### src/rtl/apb2iob_wide.sv
// APB slave to IOb master bridge: each APB transfer becomes RATIO sequential narrow IOb beats.
// Define APB2IOB_WIDE_TIMEOUT_EN to build the per-beat timeout with APB error response.
module apb2iob_wide #(
   parameter int APB_ADDR_W = 21,
   parameter int APB_DATA_W = 32,
   parameter int ADDR_W     = APB_ADDR_W,
   parameter int DATA_W     = 8,
   parameter int RATIO      = APB_DATA_W / DATA_W,
   parameter int TIMEOUT    = 255
) (
   input  logic                    clk_i,
   input  logic                    cke_i,
   input  logic                    rst_n_i,
   input  logic                    apb_sel_i,
   input  logic                    apb_enable_i,
   input  logic                    apb_write_i,
   input  logic [APB_ADDR_W-1:0]   apb_addr_i,
   input  logic [APB_DATA_W-1:0]   apb_wdata_i,
   input  logic [APB_DATA_W/8-1:0] apb_wstrb_i,
   output logic [APB_DATA_W-1:0]   apb_rdata_o,
   output logic                    apb_ready_o,
   output logic                    apb_slverr_o,
   output logic                    iob_avalid_o,
   output logic [ADDR_W-1:0]       iob_addr_o,
   output logic [DATA_W-1:0]       iob_wdata_o,
   output logic [DATA_W/8-1:0]     iob_wstrb_o,
   input  logic                    iob_rvalid_i,
   input  logic [DATA_W-1:0]       iob_rdata_i,
   input  logic                    iob_ready_i
);

   localparam int APB_STRB_W = APB_DATA_W / 8;
   localparam int STRB_W     = DATA_W / 8;
   localparam int BEAT_W     = (RATIO > 1) ? $clog2(RATIO) : 1;
   localparam logic [APB_ADDR_W-1:0] ADDR_MASK  = ~(APB_ADDR_W'(APB_STRB_W - 1));
   localparam logic [APB_ADDR_W-1:0] BEAT_BYTES = APB_ADDR_W'(STRB_W);
   localparam logic [BEAT_W-1:0]     LAST_BEAT  = BEAT_W'(RATIO - 1);

   typedef enum logic [1:0] {IDLE, REQ, WAIT_R, RESP} state_t;

   state_t                  state_q, state_d;
   logic [BEAT_W-1:0]       beat_q, beat_d;
   logic [APB_DATA_W-1:0]   rdata_q;
   logic [APB_ADDR_W-1:0]   beat_addr;
   logic [DATA_W-1:0]       beat_wdata;
   logic [STRB_W-1:0]       beat_strb;
   logic                    start, skip, beat_done, rd_store, tmo_fire;

   always_comb begin
      beat_addr  = (apb_addr_i & ADDR_MASK) + APB_ADDR_W'(beat_q) * BEAT_BYTES;
      beat_wdata = apb_wdata_i[beat_q*DATA_W +: DATA_W];
      beat_strb  = apb_wstrb_i[beat_q*STRB_W +: STRB_W];
   end

   assign start        = (state_q == IDLE) && apb_sel_i;
   assign skip         = (state_q == REQ) && apb_write_i && (beat_strb == '0);
   assign iob_avalid_o = (state_q == REQ) && !skip;
   assign iob_addr_o   = ADDR_W'(beat_addr);
   assign iob_wdata_o  = beat_wdata;
   assign iob_wstrb_o  = apb_write_i ? beat_strb : '0;
   assign apb_ready_o  = (state_q == RESP) && apb_enable_i;
   assign apb_rdata_o  = rdata_q;

   // Beat completion is resolved separately so the timeout can depend on it without a false loop
   always_comb begin
      beat_done = 1'b0;
      rd_store  = 1'b0;
      case (state_q)
         REQ:     beat_done = skip || (iob_ready_i && apb_write_i);
         WAIT_R: begin
            rd_store  = iob_rvalid_i;
            beat_done = iob_rvalid_i;
         end
         default: ;
      endcase
   end

   always_comb begin
      state_d = state_q;
      beat_d  = beat_q;
      case (state_q)
         IDLE: if (apb_sel_i) begin
            state_d = REQ;
            beat_d  = '0;
         end
         REQ:     if (iob_ready_i && !apb_write_i) state_d = WAIT_R;
         WAIT_R:  ;
         RESP:    if (apb_enable_i) state_d = IDLE;
         default: state_d = IDLE;
      endcase
      if (beat_done) begin
         if (beat_q == LAST_BEAT) begin
            state_d = RESP;
         end else begin
            state_d = REQ;
            beat_d  = beat_q + 1'b1;
         end
      end
      if (tmo_fire) state_d = RESP;
   end

   always_ff @(posedge clk_i) begin
      if (cke_i) begin
         if (!rst_n_i) begin
            state_q <= IDLE;
            beat_q  <= '0;
            rdata_q <= '0;
         end else begin
            state_q <= state_d;
            beat_q  <= beat_d;
            if (start || tmo_fire) rdata_q <= '0;
            else if (rd_store)     rdata_q[beat_q*DATA_W +: DATA_W] <= iob_rdata_i;
         end
      end
   end

`ifdef APB2IOB_WIDE_TIMEOUT_EN
   logic [15:0] tmo_q;
   logic        err_q;
   logic        tmo_clr;

   // Counter restarts on every entry to REQ, i.e. the limit applies per beat
   assign tmo_clr  = start || (beat_done && (beat_q != LAST_BEAT));
   assign tmo_fire = ((state_q == REQ) || (state_q == WAIT_R)) && !beat_done &&
                     (tmo_q == 16'(TIMEOUT - 1));
   assign apb_slverr_o = apb_ready_o && err_q;

   always_ff @(posedge clk_i) begin
      if (cke_i) begin
         if (!rst_n_i) begin
            tmo_q <= '0;
            err_q <= 1'b0;
         end else begin
            if (tmo_clr) tmo_q <= '0;
            else if ((state_q == REQ) || (state_q == WAIT_R)) tmo_q <= tmo_q + 1'b1;
            if (start)         err_q <= 1'b0;
            else if (tmo_fire) err_q <= 1'b1;
         end
      end
   end
`else
   assign tmo_fire     = 1'b0;
   assign apb_slverr_o = 1'b0;
`endif

endmodule

### config.mk
export PLATFORM = sky130hd
export DESIGN_NAME = apb2iob_wide
export DESIGN_NICKNAME = d
export VERILOG_FILES = /design/src/rtl/apb2iob_wide.sv
export SDC_FILE = /design/constraint.sdc
export NUM_CORES = 1
export LEC_CHECK = 0
export CORE_UTILIZATION = 42
export DETAILED_ROUTE_END_ITERATION = 10
export PLACE_DENSITY = 0.87
export SYNTH_ARGS = -nofsm -noshare
export SYNTH_HDL_FRONTEND = slang
export SYNTH_SLANG_ARGS = --single-unit
export TNS_END_PERCENT = 1
### constraint.sdc
create_clock -name clk_i -period 4.81 [get_ports clk_i]
set_input_delay 0.962 -clock clk_i [delete_from_list [all_inputs] [get_ports clk_i]]
set_output_delay 0.962 -clock clk_i [all_outputs]
set_load 0.02 [all_outputs]
---- After elaboration in Yosys (flattened, before gate mapping) ----
Cells that the tools add are included.
word-level totals
  bits of input ports ..................... 73
  logic and storage cells ................. 50
  output and inout bits ................... 65
  register bits after elaboration ......... 36
operators by class
  reductions and logical operators ........ 14
  add/sub/neg operators ................... 3
  mux-type cells .......................... 15
  equality and inequality tests ........... 9
  bitwise gates (word level) .............. 2
  shifts and indexed selects .............. 4
operators with widths
  cell                                                    count
  negator 5 -> 34 bit                                     1
  variable shift 8 x 34 -> 32 bit (first input constant)  1
  indexed part select 8 x 34 -> 32 bit                    1
  bitwise mux 32 bit                                      1
  2-to-1 mux 32 bit                                       1
  indexed part select 32 x 6 -> 8 bit                     1
  adder 21 x 2 -> 21 bit                                  1
  2-to-1 mux 2 bit                                        9
  != test 4 bit (second input constant)                   2
  logical AND 1 bit                                       7
  equality test 2 bit (second input constant)             3
  one-hot mux 2 bit (3 select lines)                      1
  != test 5 x 1 -> 1 bit (second input constant)          1
  AND reduction 5 bit                                     1
  != test 4 x 3 -> 1 bit (second input constant)          1
  indexed part select 4 x 3 -> 1 bit                      1
  != test 3 x 1 -> 1 bit (second input constant)          1
  adder 2 x 1 -> 2 bit (second input constant)            1
  equality test 2 x 1 -> 1 bit (second input constant)    1
  logical NOT 1 bit                                       2
  logical NOT 2 bit                                       1
  2-to-1 mux 1 bit                                        2
  inverter 1 bit                                          2
  one-hot mux 1 bit (2 select lines)                      1
  other kinds (3)                                         3

---- Depth between registers and ports, before layout ----
Gate-level depths: netlist (run 1).
  depth in word-level cells ............... 7
  mapped depth ............................ 7
  depth with buffers taken out ............ 6

---- Least setup slack after synthesis (run 1) ----
Ideal clock, no wire load.
  kind .................................... in2reg
  from .................................... in rst_n_i
  to ...................................... reg rdata_q[0] (netlist: apb_rdata_o[0]), enable pin
  library setup time ...................... 0.425 ns
  path buffers ............................ 1
  required time ........................... 4.385 ns
  arrival time ............................ 2.778 ns
  path slack .............................. 1.607 ns
  stages .................................. 4
  cell sequence ........................... buf_2 > nand2_1 > a21oi_1 > nor2b_1
between the ends
  cells in the longest elaborated chain, start to end .. 2
RTL lines
  item                              line  RTL
  from (decl)                       13    input logic rst_n_i,
  != test 3 x 1 -> 1 bit (no line)  n/a
  AND reduction 2 bit (no line)     n/a
  to (signal, indexed assignment)   112   else if (rd_store) rdata_q[beat_q*DATA_W +: DATA_W] <= iob_rdata_i;
  to (decl)                         43    logic [APB_DATA_W-1:0] rdata_q;
Every way passes these cells.
A chain may end at the register's enable or synchronous reset.

---- Final worst setup path (run 1) ----
  from .................................... in apb_wstrb_i[2]
  to ...................................... out iob_avalid_o
between the ends
  cells in the longest elaborated chain, start to end .. 5
RTL lines
  item                                line  RTL
  from (decl)                         19    input logic [APB_DATA_W/8-1:0] apb_wstrb_i,
  indexed part select 4 x 3 -> 1 bit  52    beat_strb = apb_wstrb_i[beat_q*STRB_W +: STRB_W];
  inverter 1 bit                      56    assign skip = (state_q == REQ) && apb_write_i && (beat_strb == '0);
  logical AND 1 bit                   56
  logical NOT 1 bit                   57    assign iob_avalid_o = (state_q == REQ) && !skip;
  logical AND 1 bit                   57
  to (decl)                           23    output logic iob_avalid_o,
Every way passes these cells.

==> results.json, run 1 <==
{
  "status": "finished clean",
  "cts_hold_buf": 0,
  "antenna_found_initial": 0,
  "cts_setup_buffers": 0,
  "synth_fp_nets": 315,
  "hold_start": "apb_rdata_o[19]",
  "synth.avg_cell_area_um2": 10.71,
  "cts_root_buffer": "clkbuf_8",
  "grt_pass1_vias": 1916,
  "fin_skew_ps": 9.160,
  "postCtsResizedCells": 0,
  "r2r_end": "apb_rdata_o[21]",
  "grtUsageTotal_pct": 20.44,
  "reg2regPathDepth": 6,
  "cts_sinks": 36,
  "wl_per_cell_um": 16.24,
  "grt_overflow": 0,
  "die_w_um": 78.41,
  "clockBufferDepth": 2,
  "floorplan.rows": 27,
  "syn-cell-area_um2": 2452,
  "fp.dieH_um": 78.41,
  "vias": 2006,
  "clk_latency_ps": 290,
  "gp_congestion": 0.8265,
  "vdd_drop_max_v": 0.0001329,
  "dr.pass1.iters": 4,
  "instances_no_fill": 380,
  "hold_depth": 3,
  "slew_headroom_pct": 37.29,
  "cap_violations": 0,
  "ys_warn_count": 0,
  "routed_wl_um": 6172,
  "clkTransAtPathRegs_ps": 70,
  "fillers": 459,
  "dp.cells": 373,
  "r2r_setup_slack_ps": 1900,
  "n_antenna_cell": 0,
  "critPathCaptureType": "output pin",
  "port_buffers": 96,
  "cts_htree_levels": 2,
  "finalCoreUtilization_pct": 61.30,
  "powerDensity_nw_per_um2": 253.2,
  "cts_inserted_buffers": 5,
  "drt_iter0_drc": 179,
  "synth_cell_types": 36,
  "worstMarginPinSlew_ps": 933.5,
  "drv_slew": 0,
  "final_area_um2": 3417,
  "core_um2": 5574,
  "setup_viol": 0,
  "finalCritPeriodShare_pct": 72.39,
  "finalHoldViolCount": 0,
  "final_cell_mix": "96 x clkdlybuf4s50_1, 36 x nor2_1, 36 x edfxtp_1",
  "setup_tns_ps": 0,
  "grt_first_pass_wirelength_um": 9570,
  "ant_nets": 0,
  "period_minus_slack_ps": 3482,
  "syn_to_final_growth_pct": 39.34,
  "io_pins": 138,
  "rsz0062_at_grt": "false",
  "cp_max_fo": 3,
  "criticalPathCategory": "input pin to output pin",
  "start_util_pct": 44.00,
  "hold_path_class": "flip-flop to flip-flop",
  "whs_endpoint": "apb_rdata_o[19]",
  "netlist_instances": 229,
  "fin_nets": 394,
  "p_leak_nw": 1.283,
  "whs_ps": 698.5,
  "grt_max_degree": 33,
  "reg2reg_from": "beat_q[0]",
  "required_ps": 3850,
  "drive_above_1_share_pct": 5.195,
  "fmax_mhz": 287.2,
  "arrival_ps": 2520,
  "synth_seq_area_share_pct": 44.08,
  "cts_tree": "done",
  "drc": 0,
  "final_common_cell": "clkdlybuf4s50_1",
  "dieArea_um2": 6148,
  "worst_setup_path_start_kind": "input pin",
  "placed_cell_area_um2": 3339,
  "viasPerCell": 5.279,
  "ys_seq_elements": 36,
  "dp_hpwl_um": 4538
}
-- cells by family (layout without fill, tap and decap cells) --
| family | after synthesis | count (layout) | share of synthesized area (%) |
|---|---|---|---|
| multiplexers | 12 | 12 | 10.46 |
| other | 1 | 1 | 0.1529 |
| flip-flops | 36 | 36 | 44.08 |
| AND/OR/NAND/NOR | 88 | 88 | 19.18 |
| buffers and inverters | 34 | 113 | 8.775 |
| adder cells (fa/ha/maj) | 13 | 13 | 6.633 |
| AO/OA/AOI/OAI | 45 | 45 | 10.71 |
-- Yosys cell counts --
cell type / instances / area share [%]
mux2_4: 1 / 0.61
nand4b_1: 1 / 0.36
nor3_2: 1 / 0.41
edfxtp_1: 36 / 44
nor4bb_1: 1 / 0.41
o21ai_0: 1 / 0.20
o211ai_1: 2 / 0.61
and2_1: 1 / 0.26
clkbuf_1: 4 / 0.61
nand3_1: 3 / 0.61
mux2_2: 1 / 0.46
ha_1: 13 / 6.6
o211a_1: 1 / 0.41
nor3_1: 1 / 0.20
mux2i_1: 2 / 0.82
o21ai_1: 1 / 0.20
conb_1: 1 / 0.15
o41ai_1: 1 / 0.36
a221oi_2: 1 / 0.61
a22o_1: 1 / 0.36
inv_1: 7 / 1.1
mux4_1: 8 / 8.6
buf_2: 1 / 0.20
o21ai_2: 1 / 0.36
buf_6: 1 / 0.46
or4_1: 1 / 0.31
nor2_1: 36 / 5.5
a21boi_0: 1 / 0.31
nor2b_1: 34 / 8.7
nor4b_4: 1 / 0.97
and4b_1: 1 / 0.41
buf_4: 21 / 6.4
o22ai_1: 1 / 0.26
o21a_1: 1 / 0.31
a21oi_1: 33 / 6.7
nand2_1: 7 / 1.1
-- where the power goes --
part	internal (W)	switching [W]	leakage [nW]
combinational	0.000139	0.000131	0.888
sequential	0.000375	0.0000195	0.354
clock	0.0000984	0.000102	0.0410
total	0.000612	0.000253	1.28
-- worst max-delay path: stages --
cell,delay (ps)
clkdlybuf4s50_1,410
mux2_2,290
mux2i_1,190
a21boi_0,120
clkdlybuf4s50_1,550
-- stage by stage --
stage / setup slack (ps) / total power (W)
after floorplan: 1607 / 0.0005648
after CTS: 1333 / 0.0008660
after global routing: 1260 / 0.0009018
final: 1328 / 0.0008651
after global placement: 1359 / 0.0006622
after detailed placement: 1333 / 0.0006691
-- worst max path at each step --
stage	start	end	slack, ps	cells past startpoint
global route	beat_q[0]	iob_avalid_o	1260	4
floorplan	rst_n_i	apb_rdata_o[0]	1610	4
detailed placement	apb_wstrb_i[2]	iob_avalid_o	1330	5
finish	apb_wstrb_i[2]	iob_avalid_o	1330	5
CTS	apb_wstrb_i[2]	iob_avalid_o	1330	5
global placement	apb_wstrb_i[2]	iob_avalid_o	1360	5
-- state kept, by name, summed over array words and instances (netlist names) --
name,flops
apb_rdata_o,32
beat_q,2
state_q,2
-- layout make-up --
type,count,area (um^2),share of cell area [%]
Clock buffer,6,72.57,2.124
Sequential cell,36,1081,31.64
Inverter,7,26.28,0.7689
Tap cell,72,90.09,2.636
Timing Repair Buffer,99,983.4,28.78
Clock inverter,1,5.005,0.1465
Multi-Input combinational cell,159,1159,33.91
-- layer usage --
layer  up-vias  wire, um  GRT usage, %
li1        957         -             -
met1       955      2598         26.08
met2        79      3042         33.77
met3        15       373         3.605
met4         0       157         9.259
met5         -         0             0
Power figures use the tool's default switching activity.
==> run 2: changes to the inputs <==
--- a/config.mk
+++ b/config.mk
@@ -5,9 +5,9 @@
 export SDC_FILE = /design/constraint.sdc
 export NUM_CORES = 1
 export LEC_CHECK = 0
-export CORE_UTILIZATION = 42
+export CORE_UTILIZATION = 35
 export DETAILED_ROUTE_END_ITERATION = 10
-export PLACE_DENSITY = 0.87
+export PLACE_DENSITY = 0.77
 export SYNTH_ARGS = -nofsm -noshare
 export SYNTH_HDL_FRONTEND = slang
 export SYNTH_SLANG_ARGS = --single-unit
==> constraint.sdc (replaced) <==
create_clock -name clk_i -period 3.15 [get_ports clk_i]
set_input_delay 0.63 -clock clk_i [delete_from_list [all_inputs] [get_ports clk_i]]
set_output_delay 0.63 -clock clk_i [all_outputs]
set_load 0.02 [all_outputs]
==> run 2 against run 1 <==
  * First-iteration DRC count down 45%
  * Worst setup slack worse by 1100 ps
  * Sequential power up 52%
  * Utilization down 10 points
  * Critical path depth down 3
  * Global-route usage down 3.7 points
  * Clock power up 53%
  * Flip-flop and latch count unchanged
  * Critical path type is now flip-flop to output pin
  * Largest cell class unchanged
  * Highest routed layer unchanged
==> results.json, run 2 (synthesis results as in run 1) <==
{
  "dp.cells": 399,
  "grt_pass1_vias": 1969,
  "cts_htree_levels": 2,
  "placed_cell_area_um2": 3385,
  "cp_max_fo": 18,
  "power.total_w": 0.001321,
  "grt_max_degree": 34,
  "setup_tns_ps": 0,
  "die_w_um": 85.71,
  "clockBufferDepth": 2,
  "cts_inserted_buffers": 5,
  "final_area_um2": 3462,
  "finalCritPeriodShare_pct": 93.52,
  "start_util_pct": 36.10,
  "slowest_delay_ps": 820,
  "status": "finished clean",
  "fin_nets": 396,
  "p_leak_nw": 1.292,
  "fillers": 624,
  "arrival_ps": 2320,
  "slew_headroom_pct": 40.10,
  "cts_sinks": 36,
  "whs_ps": 699.3,
  "grtUsageTotal_pct": 16.76,
  "antenna_found_initial": 0,
  "finalHoldViolCount": 0,
  "final_common_cell": "clkdlybuf4s50_1",
  "grt_overflow": 0,
  "fin_skew_ps": 6.117,
  "clkTransAtPathRegs_ps": 70,
  "ant_nets": 0,
  "required_ps": 2520,
  "worst_setup_path_start_kind": "flip-flop",
  "n_antenna_cell": 0,
  "drive_above_1_share_pct": 5.806,
  "cts_tree": "done",
  "cap_violations": 0,
  "multi_input_area_um2": 1159,
  "final_cell_mix": "96 x clkdlybuf4s50_1, 36 x nor2_1, 36 x edfxtp_1",
  "instances_no_fill": 406,
  "vdd_drop_max_v": 0.0001258,
  "dp_hpwl_um": 4528,
  "port_buffers": 96,
  "fmax_mhz": 339.5,
  "gp_congestion": 0.7792,
  "cp_slowest_cell": "edfxtp_1",
  "vias": 2000,
  "syn_to_final_growth_pct": 41.17,
  "drt_iter0_drc": 98,
  "crit_chain": "mux4_1 -> clkdlybuf4s50_1",
  "critPathCaptureType": "output pin",
  "cts_hold_buf": 0,
  "criticalPathCategory": "flip-flop to output pin",
  "drv_slew": 0,
  "period_minus_slack_ps": 2946,
  "io_pins": 138,
  "drc": 0,
  "viasPerCell": 4.926,
  "grt_first_pass_wirelength_um": 9660,
  "powerDensity_nw_per_um2": 381.6,
  "core_um2": 6794,
  "dr.pass1.iters": 4,
  "routed_wl_um": 6133,
  "dieArea_um2": 7345,
  "postCtsResizedCells": 0,
  "setup_viol": 0,
  "regArea_um2": 1081,
  "cts_root_buffer": "clkbuf_8",
  "hold_path_class": "flip-flop to flip-flop",
  "wl_per_cell_um": 15.11,
  "cts_setup_buffers": 0,
  "clk_latency_ps": 280,
  "fp.dieH_um": 85.71,
  "largest_reg_flops": 32,
  "floorplan.rows": 30,
  "rsz0062_at_grt": "false",
  "worstMarginPinSlew_ps": 891.6
}
[run 2: cell types whose count changed in the layout (fill, tap and decap cells not counted), sizes merged]
cell,previous run,this run
buf,3,5
[run 2: routing by layer]
| metal | wire [um] | share of wire [%] | GRT usage, % | up-vias |
|---|---|---|---|---|
| met4 | 44 | 0.72 | 4.242 | 0 |
| li1 | - | - | - | 961 |
| met2 | 3097 | 50 | 27.93 | 70 |
| met1 | 2618 | 43 | 21.98 | 961 |
| met5 | 0 | 0 | 0 | - |
| met3 | 372 | 6.1 | 4.042 | 8 |
[run 2: worst max-delay path, delay by kind of cell (launching register included)]
kind | cells | cell delay (ps)
flops | 1 | 820
buf+inv | 1 | 560
mux | 1 | 650
[run 2: cell type report]
type                            instances  share of cell area, %
Multi-Input combinational cell        159                  33.47
Sequential cell                        36                  31.23
Timing Repair Buffer                  101                  28.84
Tap cell                               96                  3.469
Clock buffer                            6                  2.096
Inverter                                7                 0.7589
Clock inverter                          1                 0.1446
[run 2: stage by stage]
step / util [%] / setup WS (ps)
CTS: 50.96 / 177.9
global placement: 49.82 / 356.1
global route: 50.96 / 107.3
detailed placement: 49.82 / 298.9
floorplan: - / 279.2
finish: 50.96 / 204.2
[run 2: path summary, 6_finish.rpt]
check | from | endpoint | slack (ps) | cells after the start
max | beat_q[0] | iob_wdata_o[4] | 200 | 2
min reg2reg | apb_rdata_o[11] | apb_rdata_o[11] | 700 | 3
max reg2reg | beat_q[0] | apb_rdata_o[16] | 370 | 7
min | apb_rdata_o[11] | apb_rdata_o[11] | 700 | 3
[run 2: where the power goes]
group	switching (W)	total [W]	internal (W)
logic	0.000201	0.000416	0.000215
clock network	0.000156	0.000307	0.000150
registers	0.0000265	0.000598	0.000572
